<file path="src/rtl/sha_pkg.sv">
// Shared SHA-256 constants and the message feeder state encoding.
// Also used by sha_core.
package sha_pkg;

    localparam int unsigned SHA_BLOCK_W  = 512;
    localparam int unsigned SHA_WORD_W   = 32;
    localparam int unsigned SHA_LEN_W    = 64;
    localparam int unsigned SHA_WORDS    = 16;
    localparam logic [7:0]  SHA_PAD_BYTE = 8'h80;

    typedef enum logic [2:0] {
        StIdle,
        StFill,
        StPad,
        StLen,
        StIssue,
        StWait
    } feeder_state_e;

    // Final partial word: keep the valid bytes, put the pad byte right after them,
    // and zero everything beyond it.
    function automatic logic [SHA_WORD_W-1:0] pad_last_word(input logic [SHA_WORD_W-1:0] data,
                                                            input logic [2:0] nbytes);
        logic [SHA_WORD_W-1:0] w;
        case (nbytes)
            3'd0:    w = {SHA_PAD_BYTE, 24'h000000};
            3'd1:    w = {data[31:24], SHA_PAD_BYTE, 16'h0000};
            3'd2:    w = {data[31:16], SHA_PAD_BYTE, 8'h00};
            3'd3:    w = {data[31:8], SHA_PAD_BYTE};
            default: w = data;
        endcase
        return w;
    endfunction

endpackage

</file>
<file path="src/rtl/sha_block_buf.sv">
// 16x32 block register file: indexed word write, synchronous clear,
// flat big-endian read-out (word 0 in the top bits).
module sha_block_buf
    import sha_pkg::*;
#(
    parameter int unsigned WORDS = SHA_WORDS
) (
    input  logic                          clk,
    input  logic                          clr,
    input  logic                          clear,
    input  logic                          we,
    input  logic [$clog2(WORDS)-1:0]      widx,
    input  logic [SHA_WORD_W-1:0]         wdata,
    output logic [WORDS*SHA_WORD_W-1:0]   data
);

    logic [SHA_WORD_W-1:0] mem_q [WORDS];

    // A write in the same cycle as a clear wins for its own word.
    always_ff @(posedge clk or negedge clr) begin
        if (!clr) begin
            for (int i = 0; i < WORDS; i++) begin
                mem_q[i] <= '0;
            end
        end else begin
            if (clear) begin
                for (int i = 0; i < WORDS; i++) begin
                    mem_q[i] <= '0;
                end
            end
            if (we) begin
                mem_q[widx] <= wdata;
            end
        end
    end

    always_comb begin
        data = '0;
        for (int i = 0; i < WORDS; i++) begin
            data[(WORDS-1-i)*SHA_WORD_W +: SHA_WORD_W] = mem_q[i];
        end
    end

endmodule

</file>
<file path="src/rtl/sha_msg_feeder.sv">
// Streams a byte message into SHA-256 blocks with padding and length appended,
// handing each block to sha_core and waiting for it to finish.
module sha_msg_feeder
    import sha_pkg::*;
#(
    parameter int unsigned LEN_W = 64,
    parameter int unsigned WORDS = 16
) (
    input  logic                   clk,
    input  logic                   clr,
    input  logic                   s_valid,
    output logic                   s_ready,
    input  logic [SHA_WORD_W-1:0]  s_data,
    input  logic                   s_last,
    input  logic [2:0]             s_nbytes,
    output logic [SHA_BLOCK_W-1:0] blk_data,
    output logic                   blk_start,
    output logic                   blk_first,
    input  logic                   core_valid,
    output logic                   msg_done,
    output logic                   busy
);

    localparam int unsigned IDX_W = $clog2(WORDS);
    localparam logic [IDX_W-1:0] LAST_IDX   = IDX_W'(WORDS - 1);
    localparam logic [IDX_W-1:0] LEN_HI_IDX = IDX_W'(WORDS - 2);
    localparam logic [IDX_W-1:0] PAD_END    = IDX_W'(WORDS - 3);

    feeder_state_e    state_q;
    logic [IDX_W-1:0] idx_q;
    logic [LEN_W-1:0] len_q;
    logic             first_q;
    logic             last_q;   // message fully received; remaining blocks are padding/length
    logic             extra_q;  // padding spilled over, one more block to build
    logic             pad80_q;  // next padded word starts with the pad byte
    logic             ready_q;
    logic             busy_q;
    logic             start_q;
    logic             bfirst_q;
    logic             done_q;

    logic                  beat;
    logic [LEN_W-1:0]      len_base;
    logic [LEN_W:0]        len_sum;
    logic [LEN_W-1:0]      len_next;
    logic [SHA_LEN_W-1:0]  len_field;
    logic                  buf_clear;
    logic                  buf_we;
    logic [SHA_WORD_W-1:0] buf_wdata;

    assign beat = s_valid && ready_q;

    // Saturating bit count; a new message restarts from zero.
    always_comb begin
        len_base  = (state_q == StIdle) ? '0 : len_q;
        len_sum   = {1'b0, len_base} + (LEN_W+1)'({s_nbytes, 3'b000});
        len_next  = len_sum[LEN_W] ? '1 : len_sum[LEN_W-1:0];
        len_field = SHA_LEN_W'(len_q);
    end

    always_comb begin
        buf_clear = 1'b0;
        buf_we    = 1'b0;
        buf_wdata = '0;
        case (state_q)
            StIdle, StFill: begin
                if (beat) begin
                    buf_we    = 1'b1;
                    buf_clear = (state_q == StIdle);
                    buf_wdata = s_last ? pad_last_word(s_data, s_nbytes) : s_data;
                end
            end
            StPad: begin
                buf_we    = 1'b1;
                buf_wdata = pad80_q ? {SHA_PAD_BYTE, 24'h000000} : '0;
            end
            StLen: begin
                buf_we    = 1'b1;
                buf_wdata = (idx_q == LEN_HI_IDX) ? len_field[SHA_LEN_W-1 -: SHA_WORD_W]
                                                  : len_field[SHA_WORD_W-1:0];
            end
            default: ;
        endcase
    end

    sha_block_buf #(
        .WORDS (WORDS)
    ) u_buf (
        .clk   (clk),
        .clr   (clr),
        .clear (buf_clear),
        .we    (buf_we),
        .widx  (idx_q),
        .wdata (buf_wdata),
        .data  (blk_data)
    );

    always_ff @(posedge clk or negedge clr) begin
        if (!clr) begin
            state_q  <= StIdle;
            idx_q    <= '0;
            len_q    <= '0;
            first_q  <= 1'b0;
            last_q   <= 1'b0;
            extra_q  <= 1'b0;
            pad80_q  <= 1'b0;
            ready_q  <= 1'b0;
            busy_q   <= 1'b0;
            start_q  <= 1'b0;
            bfirst_q <= 1'b0;
            done_q   <= 1'b0;
        end else begin
            start_q  <= 1'b0;
            bfirst_q <= 1'b0;
            done_q   <= 1'b0;
            case (state_q)
                StIdle, StFill: begin
                    ready_q <= 1'b1;
                    if (beat) begin
                        len_q <= len_next;
                        if (state_q == StIdle) begin
                            busy_q  <= 1'b1;
                            first_q <= 1'b1;
                        end
                        if (s_last) begin
                            last_q  <= 1'b1;
                            ready_q <= 1'b0;
                            pad80_q <= (s_nbytes == 3'd4);
                            if (idx_q == LAST_IDX) begin
                                state_q <= StIssue;
                                extra_q <= 1'b1;
                            end else if (idx_q == PAD_END && s_nbytes != 3'd4) begin
                                state_q <= StLen;
                                idx_q   <= idx_q + 1'b1;
                            end else begin
                                state_q <= StPad;
                                idx_q   <= idx_q + 1'b1;
                            end
                        end else if (idx_q == LAST_IDX) begin
                            state_q <= StIssue;
                            ready_q <= 1'b0;
                        end else begin
                            state_q <= StFill;
                            idx_q   <= idx_q + 1'b1;
                        end
                    end
                end
                StPad: begin
                    pad80_q <= 1'b0;
                    if (idx_q == PAD_END) begin
                        state_q <= StLen;
                        idx_q   <= idx_q + 1'b1;
                    end else if (idx_q == LAST_IDX) begin
                        state_q <= StIssue;
                        extra_q <= 1'b1;
                    end else begin
                        idx_q <= idx_q + 1'b1;
                    end
                end
                StLen: begin
                    if (idx_q == LAST_IDX) begin
                        state_q <= StIssue;
                    end else begin
                        idx_q <= idx_q + 1'b1;
                    end
                end
                StIssue: begin
                    start_q  <= 1'b1;
                    bfirst_q <= first_q;
                    first_q  <= 1'b0;
                    state_q  <= StWait;
                end
                StWait: begin
                    if (core_valid) begin
                        idx_q <= '0;
                        if (extra_q) begin
                            extra_q <= 1'b0;
                            state_q <= StPad;
                        end else if (last_q) begin
                            last_q  <= 1'b0;
                            done_q  <= 1'b1;
                            busy_q  <= 1'b0;
                            ready_q <= 1'b1;
                            state_q <= StIdle;
                        end else begin
                            ready_q <= 1'b1;
                            state_q <= StFill;
                        end
                    end
                end
                default: begin
                    state_q <= StIdle;
                    ready_q <= 1'b0;
                end
            endcase
        end
    end

    assign s_ready   = ready_q;
    assign blk_start = start_q;
    assign blk_first = bfirst_q;
    assign msg_done  = done_q;
    assign busy      = busy_q;

endmodule
</file>
<file path="config.mk">
export PLATFORM = sky130hd
export DESIGN_NAME = sha_msg_feeder
export DESIGN_NICKNAME = d
export VERILOG_FILES = /design/src/rtl/sha_pkg.sv /design/src/rtl/sha_block_buf.sv /design/src/rtl/sha_msg_feeder.sv
export SDC_FILE = /design/constraint.sdc
export NUM_CORES = 1
export LEC_CHECK = 0
export CORE_UTILIZATION = 40
export CTS_CLUSTER_DIAMETER = 150
export DETAILED_ROUTE_END_ITERATION = 8
export DONT_BUFFER_PORTS = 1
export PLACE_DENSITY_LB_ADDON = 0.3
export SYNTH_ARGS = -nofsm -noshare
export SYNTH_HDL_FRONTEND = slang
export SYNTH_SLANG_ARGS = --single-unit
export TNS_END_PERCENT = 20
</file>
<file path="constraint.sdc">
create_clock -name clk -period 4.9 [get_ports clk]
set_clock_uncertainty 0.1 [all_clocks]
set_input_delay 0.98 -clock clk [delete_from_list [all_inputs] [get_ports clk]]
set_output_delay 0.98 -clock clk [all_outputs]
set_load 0.02 [all_outputs]
</file>
# Word-level counts from Yosys, hierarchy flattened
# Index checks and enable logic that the tools add are counted.
# totals
in_bits,40
register_bits,592
out_inout_bits,517
word_cells,142
# op_classes
mux,66
bitwise,2
n_addsub,2
eq_ne,20
reduce_logical,22
n_lt_le_gt_ge,2
# ops
operator,count
two-way mux 512 bit,2
bitwise mux 512 bit,1
two-way mux 32 bit,5
demux 32 bit (select 4 bit),1
two-way mux 64 bit,2
case mux 32 bit (4 select lines),1
case mux 32 bit (3 select lines),1
adder 64 x 6 -> 65 bit,1
two-way mux 1 bit,32
two-way mux 3 bit,7
two-way mux 4 bit,4
case mux 4 bit (4 select lines),1
case mux 3 bit (5 select lines),1
inequality test 2 bit (second input constant),7
== test 3 x 2 -> 1 bit (second input constant),4
== test 4 bit (second input constant),3
AND reduction 3 bit,4
case mux 1 bit (2 select lines),5
AND reduction 5 bit,2
== test 3 bit (second input constant),3
== test 3 x 1 -> 1 bit (second input constant),2
zero test 3 bit,2
case mux 1 bit (3 select lines),2
AND reduction 6 bit,1
14 further kinds,20

# Logic depth before layout (Yosys ltp)
# logic_depth
ltp_word,7
depth_mapped,15
mapped_depth_nobuf,11

# Hierarchy
# From an unflattened synthesis, not the netlist that was laid out.
# unflattened
cells_unflattened,2465
area_unflattened_um2,28320.9
# by_module_without_submodules
mod,area_each_um2,seq_area_each_um2,instances,cells_per_inst
sha_block_buf,22509.1,12812.3,1,1703
sha_msg_feeder,5811.8,1951.9,1,762

# Worst setup path before layout
# OpenSTA, ideal clock, no wires.
# synth_path
path_kind,reg2reg
start,register state_q[1]
end,register len_q[47] (netlist: len_field[47])
stages_incl_launch_ff,15
setup_slack_ps,1610
n_path_buf,3
arrival_ps,3119
required_time_ps,4729
period_less_slack_ps,3290
setup_time_ps,71
cell_sequence,dfrtp_1 -> clkbuf_1 -> or3_4 -> buf_6 -> clkbuf_1 -> and2_1 -> ha_1 -> inv_1 -> fa_1 -> nor2b_1 -> o2111ai_1 -> nor4_4 -> nand3_1 -> or3_1 -> nand4_1
# synth_via
elab_chain_cells,4
word_cells_on_any_way,7
cone_classes,add/sub (1); eq/ne (1); mux (2); reduce/logical (3)
# synth_rtl
element,line_no,rtl
"start, declared",sha_msg_feeder.sv:29,feeder_state_e state_q;
"start signal, assigned",sha_msg_feeder.sv:100,state_q <= StIdle;
"start signal, assigned",sha_msg_feeder.sv:130,state_q <= StIssue;
"start signal, assigned",sha_msg_feeder.sv:133,state_q <= StLen;
zero test 3 bit,"sha_msg_feeder.sv:55, sha_msg_feeder.sv:116",
two-way mux 64 bit,sha_msg_feeder.sv:55,len_base = (state_q == StIdle) ? '0 : len_q;
adder 64 x 6 -> 65 bit,sha_msg_feeder.sv:56,"len_sum = {1'b0, len_base} + (LEN_W+1)'({s_nbytes, 3'b000});"
two-way mux 64 bit,sha_msg_feeder.sv:57,len_next = len_sum[LEN_W] ? '1 : len_sum[LEN_W-1:0];
"end signal, assigned",sha_msg_feeder.sv:120,len_q <= len_next;
"end, declared",sha_msg_feeder.sv:31,logic [LEN_W-1:0] len_q;
# Several ways; a longest one is shown, not always the timed one.
# A chain may end at the register's enable or synchronous reset.

# Worst setup path after layout
# layout_path
start,register state_q[2]
end,register len_q[57] (netlist: len_field[57])
# Same word-level chain as after synthesis.

==> reports/metrics.cfg <==
[clocking]
clock-sinks = 590
root_buffer = clkbuf_16
cts_buffers = 61
cts_buffer_depth = 3
cts_resized = 0
cts_tree = done
clk_pin_slew_worst_paths_ps = 60
htree_levels = 2
insertion_delay_ps = 630

[place]
gp_congestion = 0.940
dpl.hpwl_um = 56400
port-buffer-count = 0

[power_and_ir_drop]
leakage_uw = 0.0118
p_seq_frac = 0.524
p_per_area_nw_per_um2 = 652
switching_share = 0.434
internal_power_uw = 10100
switchingPower_uw = 7750
p_clk_frac = 0.269
power_frac_comb = 0.207
ir_worst_vdd_uv = 301

[die]
die_w_um = 249
initial_core_util = 0.405
row_count = 90
die_area_um2 = 62100
coreArea_um2 = 60400
io_pins = 557
die_h_um = 249

[critical_path]
crit_path_max_fanout = 19
r2r-start = state_q[2]
endpoint_kind = flop
cpPeakStageDelay_ps = 770
cp.depth = 11
ff2ff_path_depth = 11
cp.required_ps = 5320
cpLargestDelayFamily = simple AND/OR/NAND/NOR gates
slowest_stage = dfrtp_1
cp.arrival_ps = 4390
critPathLaunchType = flop
crit_start = state_q[2]
crit_chain = or3_4, and2_1, ha_1, inv_1, fa_1, nor2b_1, o211ai_1, nor4_1, and2_0, a31oi_1, a311o_1
critPathBufInv = 1
worstSetupEndpoint = len_field[57]
r2r_setup_slack_ps = 930
timing.rr.end = len_field[57]
worstSetupPathType = flop to flop

[global_route]
grt_usage = 0.270
overflow = 0
antenna_found_initial = 4
grt_max_degree = 591
grt_pass1_wl_um = 127000
grt_pass1_vias = 18700

[timing]
slew_violations = 435
finalSetupViolations = 0
rsz0062_at_grt = false
period_share = 0.810
hold_viol = 0
fmax_mhz = 252
period_minus_slack_ps = 3970
worstMarginPinSlew_ps = 3180
slew_headroom = -1.12
setup_tns_ps = 0
whs_ps = 36.7

[synthesis]
ys_seq_elements = 590
ys_seq_area_frac = 0.604
syn_avg_cell_area_um2 = 9.74
async_flop_share = 1.00
synth_cells = 2511
synthesis.area_um2 = 24500
yosys.area.top_type = dfrtp_1
synthDistinctLibCells = 66
synth_top_area_share = 0.604
synth_ff_type = dfrtp_1
synth_area_leaders = dfrtp_1 60%, o21ai_0 12%, nand3_1 11%
synth_edf_count = 0
syn_nets = 2559
synth_warnings = 0

[route]
drtAntennaViolNets = 0
drt_iter0_markers = 2065
firstDrtPassIters = 7
drc = 0
viasPerCell = 6.13
route.vias.total = 19800
drt-total-wl_um = 86000
wl_per_cell_um = 26.6

[status]
violations = max-slew violations
outcome = finished with violations

[cells_and_area]
nets = 2448
area_delta_synth_final_pct = 11.9
fillers = 5693
layout-drive-gt1-share = 0.0955

[worst_hold_path]
hp-class = primary input to async pin

[job]
maxCapViolations = 0

-- synth_stat cells, types with 7 or more instances --
cell	number
nand3_1	546
o2bb2ai_1	9
inv_1	12
nand2_1	143
a21oi_1	109
and2_1	12
clkbuf_1	197
nor2_1	56
ha_1	7
nand4_1	21
buf_2	13
nor4_1	14
a31oi_1	22
o21ai_0	586
and4_1	9
a41oi_1	11
buf_1	29
nor3_1	24
and3_1	17
dfrtp_1	590
-- power groups by stage --
| stage | Combinational [µW] | Sequential [µW] | Clock, µW |
|---|---|---|---|
| detailed placement | 3680 | 9420 | 0 |
| global route | 4140 | 9470 | 5060 |
| floorplan | 2470 | 8760 | 0 |
| finish | 3690 | 9350 | 4810 |
| global placement | 3540 | 9390 | 0 |
| CTS | 3680 | 9350 | 4880 |
-- layer usage --
layer	vias to the layer above	GRT usage	wire length (µm)
met4	0	0.136	4490
met5	-	0	0
met3	217	0.0684	7700
met1	9824	0.334	33000
met2	1018	0.436	40800
li1	8785	-	-
-- metrics by stage --
stage	instances	area, µm²	power (µW)	worst slack (ps)	utilization
after CTS	3230	27300	17900	1040	0.453
after global placement	3116	25300	12900	1160	0.418
after global routing	3233	27400	18700	777	0.453
after floorplan	2511	24500	11200	1610	-
after detailed placement	3116	25300	13100	1050	0.418
final	3235	27400	17900	930	0.454
-- registers in the layout (all words and copies together), names as in the netlist, 3 cells and up --
name / flops
state_q: 3
idx_q: 4
len_field: 62
u_buf.data: 512
-- kinds of logic after synthesis --
family | Yosys count | synth area share
simple gates | 879 | 0.182
mux | 6 | 0.00246
flops | 590 | 0.604
xor+xnor | 2 | 0.000716
compound gates | 771 | 0.167
buf+inv | 255 | 0.0402
fa+ha+maj | 8 | 0.00440
-- timing repair --
item                                   4_1_cts  5_1_grt
setup buffers                                0        0
endpoints found under the hold margin      301        9
setup endpoints to repair                    0        0
-- worst min path at each step --
stage          depth (start not counted)  slack [ps]            end    startpoint
2_1_floorplan                          2         340   len_field[1]  len_field[1]
3_3_place_gp                           2         350   len_field[1]  len_field[1]
3_5_place_dp                           2         360   len_field[1]  len_field[1]
4_1_cts                                0         -40  len_field[61]           clr
5_1_grt                                0         0.5  u_buf.data[0]           clr
6_report                               0          40  len_field[26]           clr
-- cell type report --
cell class	count	area, µm²	share of cell area
diodes	2	5.00	0.000183
multi-input cells	1666	8920	0.326
repair buffers	67	573	0.0209
clock buffers	87	1790	0.0652
inverters	14	52.6	0.00192
flip-flops and latches	590	14800	0.539
clock inverters	27	299	0.0109
well taps	782	978	0.0357
-- worst reg2reg max path: stages (launching register included) --
cell and delay (ps):
dfrtp_1 770, or3_4 280, and2_1 130, ha_1 180, inv_1 60, fa_1 400
nor2b_1 230, o211ai_1 280, nor4_1 570, and2_0 410, a31oi_1 140, a311o_1 320
-- cells in the final DEF, fill, tap and decap left out, types with 6 or more instances in the layout --
master	instances
o21ai_0	585
nor3_1	22
clkbuf_16	62
mux2i_1	6
nor4_1	14
nor2_1	56
inv_1	12
and4_1	9
a21oi_2	24
a31oi_1	22
buf_4	59
and2_1	12
nand3_1	546
a21oi_1	80
nand2_1	128
clkbuf_1	11
o2bb2ai_1	9
a41oi_1	11
ha_1	7
clkbuf_8	14
nand4_1	21
clkinv_2	17
dfrtp_1	590
and3_1	17
nand2_2	14
Note: power is estimated with default switching activity, not from simulation.
